[src/rtl/mmx_counter_pkg.sv]
// Shared types and default lane steps for the mmx_counter packed-SIMD counter.
package mmx_counter_pkg;

  localparam int LANE_W    = 8;
  localparam int NUM_LANES = 4;

  typedef logic [LANE_W-1:0]         lane_t;
  typedef lane_t [NUM_LANES-1:0]     lanes_t;
  typedef logic [1:0]                phase_t;

  localparam lane_t STEP0_DEFAULT = 8'd1;
  localparam lane_t STEP1_DEFAULT = 8'd3;
  localparam lane_t STEP2_DEFAULT = 8'd5;
  localparam lane_t STEP3_DEFAULT = 8'd7;

endpackage

[src/rtl/mmx_packed_add.sv]
// Combinational 4-lane packed byte adder; carries never cross lane boundaries.
// Build option MMX_SATURATE_EN selects unsigned saturating add instead of wrap.
module mmx_packed_add
  import mmx_counter_pkg::*;
(
  input  lanes_t a,
  input  lanes_t b,
  output lanes_t sum
);

  for (genvar gi = 0; gi < NUM_LANES; gi++) begin : g_lane
`ifdef MMX_SATURATE_EN
    logic [LANE_W:0] wide;
    assign wide    = {1'b0, a[gi]} + {1'b0, b[gi]};
    // A carry out of the lane clamps to all-ones, like PADDUSB.
    assign sum[gi] = wide[LANE_W] ? {LANE_W{1'b1}} : wide[LANE_W-1:0];
`else
    assign sum[gi] = a[gi] + b[gi];
`endif
  end

endmodule

[src/rtl/mmx_counter.sv]
// Packed-SIMD counter on an 8-in/8-out pad ring: four byte lanes, shown round-robin.
// Optional build macro MMX_SATURATE_EN switches lanes from wrap to saturating add.
module mmx_counter
  import mmx_counter_pkg::*;
#(
  parameter lane_t STEP0 = STEP0_DEFAULT,
  parameter lane_t STEP1 = STEP1_DEFAULT,
  parameter lane_t STEP2 = STEP2_DEFAULT,
  parameter lane_t STEP3 = STEP3_DEFAULT
) (
  input  logic [7:0] io_in,
  output logic [7:0] io_out
);

  logic       clk;
  logic       rst;
  logic [5:0] pad_unused;

  assign clk        = io_in[0];
  assign rst        = io_in[1];
  assign pad_unused = io_in[7:2];

  lanes_t lanes_reg;
  lanes_t lanes_next;
  lanes_t steps;
  phase_t ph_reg;
  lane_t  out_q;

  assign steps = {STEP3, STEP2, STEP1, STEP0};

  mmx_packed_add u_add (
    .a   (lanes_reg),
    .b   (steps),
    .sum (lanes_next)
  );

  // Output shows the pre-edge lane value, giving one cycle of latency to the pin.
  always_ff @(posedge clk) begin
    if (rst) begin
      lanes_reg <= '0;
      ph_reg    <= '0;
      out_q     <= '0;
    end else begin
      out_q     <= lanes_reg[ph_reg];
      ph_reg    <= ph_reg + 2'd1;
      lanes_reg <= lanes_next;
    end
  end

  assign io_out = out_q;

endmodule

[config.mk]
export PLATFORM = sky130hd
export DESIGN_NAME = mmx_counter
export DESIGN_NICKNAME = d
export VERILOG_FILES = /design/src/rtl/mmx_counter_pkg.sv /design/src/rtl/mmx_packed_add.sv /design/src/rtl/mmx_counter.sv
export SDC_FILE = /design/constraint.sdc
export NUM_CORES = 1
export LEC_CHECK = 0
export CORE_UTILIZATION = 49
export CTS_BUF_LIST = sky130_fd_sc_hd__clkbuf_2 sky130_fd_sc_hd__clkbuf_4 sky130_fd_sc_hd__clkbuf_8
export CTS_CLUSTER_DIAMETER = 50
export CTS_CLUSTER_SIZE = 16
export DETAILED_ROUTE_END_ITERATION = 10
export PLACE_DENSITY = 0.78
export SKIP_CTS_REPAIR_TIMING = 1
export SLEW_MARGIN = 10
export SYNTH_ARGS = -nofsm -noshare
export SYNTH_HDL_FRONTEND = slang
export SYNTH_HIERARCHICAL = 1
export SYNTH_SLANG_ARGS = --single-unit
[constraint.sdc]
create_clock -name io_in -period 1.74 [get_ports io_in]
set_input_delay 0.174 -clock io_in [delete_from_list [all_inputs] [get_ports io_in]]
set_output_delay 0.174 -clock io_in [all_outputs]
set_load 0.02 [all_outputs]
Word level (Yosys, flattened, before mapping)
Cells that the tools add are included.
{"block": "word_totals", "rom_bits": 0, "memories": 0, "mem_bits_rw": 0, "register_bits": 42, "latchBits": 0, "output_inout_bits": 8}
{"block": "classes", "bitwise_logic": 0, "eq_ne": 0, "div_mod_pow": 0, "n_mul": 0, "muxes": 2, "addsub": 5, "n_shift": 0, "reduce_logical": 0, "magnitude_cmp": 1}
{"operator": "8-bit by 3-bit adder with 8-bit output (second input constant)", "count": 2}
{"operator": "8-bit binary-select mux with 2-bit select", "count": 1}
{"operator": "8-bit by 1-bit adder with 8-bit output (second input constant)", "count": 1}
{"operator": "8-bit by 2-bit adder with 8-bit output (second input constant)", "count": 1}
{"operator": "8-bit two-way mux", "count": 1}
{"operator": "2-bit by 3-bit < comparator with 1-bit output (second input constant)", "count": 1}
{"operator": "2-bit by 1-bit adder with 2-bit output (second input constant)", "count": 1}

Longest topological paths before layout
Gate-level depths: netlist of the first run.
{"block": "logic_depth", "word_depth": 2, "mapped_depth": 8}

By module
The synthesis of the first run kept the hierarchy.
{"module": "mmx_counter", "area_per_inst_um2": 1371.3, "n_inst": 1, "seq_area_each_um2": 840.8, "cells_per_inst": 112}
{"module": "mmx_packed_add", "area_per_inst_um2": 1208.7, "n_inst": 1, "seq_area_each_um2": 0.0, "cells_per_inst": 160}

Worst setup path after synthesis of the first run
Ideal clock, no wire load.
{"block": "synth_timing", "path_type": "reg2reg", "start": "register lanes_reg[0] (netlist name)", "end": "register lanes_reg[6] (netlist name)", "path_slack_ns": -0.030, "path_stages_with_launch": 9, "t_arrival_ns": 1.712, "required_time_ns": 1.682, "synth_period_minus_slack_ns": 1.770, "path_buffers": 0, "setup_time_ns": 0.058, "cell_sequence": "dfxtp_1 -> ha_1 -> inv_1 -> fa_1 -> nor2b_4 -> o31a_1 -> or4b_1 -> nand3_1 -> and2b_1"}
{"element": "start, declared", "line_no": "mmx_counter.sv:23", "text": "lanes_t lanes_reg;"}
{"element": "start signal, assigned", "line_no": "mmx_counter.sv:46", "text": "lanes_reg <= lanes_next;"}

==> summary.txt, run 1 <==
Hold path depth -> 3
Largest net degree at the start of global routing -> 18
Commonest cells in the netlist -> dfxtp_1, ha_1, and2b_1
Final cell count without fillers -> 420
Seq pwr share -> 23.3%
First-pass DRT Iterations -> 7
Async set-reset flop share out of synthesis -> 0%
Initial antenna violation count -> 0
R2R depth -> 8
Global-route usage over all layers -> 24.09%
PnR worst setup slack -> -0.03674 ns
Slew Viols, Final -> 0
Final hold violation count -> 0
Core Rows -> 26
ANT cells -> 0
Clock power share -> 43.0%
Violated checks -> negative setup slack
Hold WC Path Type -> clk2reg
Outcome -> finished with violations
YS warnings -> 6
Number of global-route vias before repair -> 2,392
P_int -> 0.004578 W
Sw Pwr -> 0.002646 W
WL/cell -> 14.76 um
Count leader, synth -> dfxtp_1
Synth top area share -> 32.59%
Grt total ovfl -> 0
Clock latency at the later pin of the worst-skew pair -> 0.30 ns
WL final -> 6200 um
Cells after Synth -> 272
Port bufs -> 8
CP arrival -> 2.02 ns
Post-synth EDFFs -> 0
Placed Instances -> 388
RD Place Congestion -> 0.8429
1st-iter DRT viols -> 184
Syn avg cell area -> 9.485 um2
Library cells used by synthesis -> 36
Largest register FFs -> 32
Layout area overhead -> 33.41%
# IOs -> 16
Power per cell area -> 2099 mW/mm2
Max Clk Rate -> 562.8 MHz
Layout cell share with drive strength beyond 1 -> 19.71%
Critical path class -> reg2reg
Startpoint Class -> flop
RSZ-0062 raised after global routing -> true
Die extent in y -> 74.56 um
Initial Utilization -> 50.84%
Via Count -> 2,210
DR vias/cell -> 5.262
Hold slack final -> 0.06433 ns
Drc violations -> 0
Cell Area, Synth -> 0.002580 mm2
Final worst-path cycle share -> 102.1%
Crit path required time -> 1.99 ns
Max IR drop VDD -> 0.7689 mV
Final setup fails -> 10
Fin nets -> 384
Filler cells -> 373
First-pass GRT wire length -> 9321 um
HPWL Detailed -> 3629 um
Core area -> 0.005075 mm2
MaxCap Viol Count -> 0
Synth area leaders -> dfxtp_1, ha_1, mux2i_1
Register area share after synthesis -> 32.59%
Slack of the worst reg-to-reg path -> -0.04 ns
Final min period -> 1.777 ns
FF+latch count, synth -> 42
CTS tree -> built
Remaining antenna violation count -> 0
CTS clk-pin slew, worst paths -> 0.08 ns
Post-synth top area cell -> dfxtp_1
Chip width -> 74.56 um
Leak pwr -> 1.536 nW
Switching part of the total -> 36.62%
Post-Route Skew -> 0.004028 ns
Full die area -> 0.005559 mm2
CP Capture Type -> flop
Comb pwr share -> 33.7%
Crit path max fanout -> 3
Most common flop cell mapped by yosys -> dfxtp_1
==> cells in the final DEF, fill, tap and decap left out, drive strengths merged <==
cell type / netlist / final
nand2b: 1 / 1
nand2: 4 / 4
nor2: 10 / 10
xor2: 6 / 6
nor2b: 16 / 16
buf: 3 / 16
nand4: 2 / 2
o21a: 4 / 4
clkinvlp: 0 / 1
nand3: 8 / 8
or4b: 1 / 1
a21oi: 19 / 19
o31a: 4 / 4
fa: 4 / 4
o22ai: 8 / 8
a41oi: 2 / 2
and3b: 2 / 2
inv: 20 / 20
bufinv: 0 / 3
clkdlybuf4s50: 0 / 8
a31oi: 2 / 2
clkbuf: 4 / 23
nor3: 3 / 3
dfxtp: 42 / 42
conb: 2 / 36
xnor2: 13 / 13
or4: 3 / 3
a21o: 4 / 4
or2: 1 / 1
o21ai: 9 / 9
o211ai: 3 / 3
o21bai: 2 / 2
and2b: 21 / 21
a211oi: 4 / 4
ha: 28 / 28
mux2i: 17 / 17
==> stage by stage <==
step,setup slack (ns),util [%],TNS [ns],total power (W),area (um2)
2_1_floorplan,0.004443,-,0,0.004092,2713
3_3_place_gp,-0.01307,57.22,-0.02623,0.004371,2904
3_5_place_dp,-0.04745,57.22,-0.1360,0.004440,2904
4_1_cts,-0.1077,64.77,-0.3784,0.006948,3287
5_1_grt,-0.1012,67.83,-0.4489,0.007782,3442
6_report,-0.03674,67.83,-0.1181,0.007224,3442
==> final timing paths <==
| kind | from | end |
|---|---|---|
| worst max-delay path | lanes_reg[8] | lanes_reg[14] |
| worst min-delay path | io_in[1] | lanes_reg[0] |
| worst max register to register | lanes_reg[8] | lanes_reg[14] |
| worst min register to register | lanes_reg[23] | io_out[7] |
==> power groups by stage <==
stage          Sequential (W)  Clock, W  Combinational [W]
6_report              0.00168   0.00311            0.00244
5_1_grt               0.00172   0.00339            0.00267
4_1_cts               0.00163   0.00319            0.00213
3_5_place_dp          0.00166  0.000704            0.00208
3_3_place_gp          0.00164  0.000704            0.00203
2_1_floorplan         0.00168  0.000917            0.00150
==> worst max-delay path, cell delays in order, from the launching register on <==
cell and delay (ns):
dfxtp_2 0.34, ha_4 0.16, inv_2 0.05, fa_2 0.20, nor2b_2 0.05, o31a_1 0.28
or4_1 0.42, nand3_1 0.10, and2b_1 0.12
==> area by class of cell <==
class	count	area (um2)	share of cell area [%]
Inverter	19	71.32	2.072
Tap cell	70	87.58	2.545
Timing Repair Buffer	24	200.2	5.816
Multi-Input combinational cell	237	1851	53.76
Clock buffer	23	297.8	8.651
Sequential cell	42	845.8	24.57
Clock inverter	5	88.84	2.581
==> kinds of logic after synthesis <==
group | count (synthesis) | synth area share (%)
flops | 42 | 32.59
other cells | 2 | 0.2911
compound gates | 61 | 14.84
mux | 17 | 6.595
buf+inv | 27 | 5.189
xor+xnor | 19 | 6.450
simple gates | 72 | 17.36
fa+ha+maj | 32 | 16.68
==> layer usage <==
| metal | track usage (%) | routed length (um) | vias up |
|---|---|---|---|
| li1 | - | - | 1064 |
| met4 | 27.46 | 259 | 0 |
| met2 | 32.33 | 2978 | 99 |
| met1 | 21.62 | 2500 | 1016 |
| met5 | 0 | 0 | - |
| met3 | 18.29 | 462 | 31 |
No activity file was read; power rests on OpenSTA's default activity.
==> run 2, diff against run 1 <==
--- a/config.mk
+++ b/config.mk
@@ -8,7 +8,6 @@
 export CORE_UTILIZATION = 49
 export CTS_BUF_LIST = sky130_fd_sc_hd__clkbuf_2 sky130_fd_sc_hd__clkbuf_4 sky130_fd_sc_hd__clkbuf_8
 export CTS_CLUSTER_DIAMETER = 50
-export CTS_CLUSTER_SIZE = 16
 export DETAILED_ROUTE_END_ITERATION = 10
 export PLACE_DENSITY = 0.78
 export SKIP_CTS_REPAIR_TIMING = 1
==> results of run 2 <==
The final DEF is identical to that of run 1; final timing and power are the same.
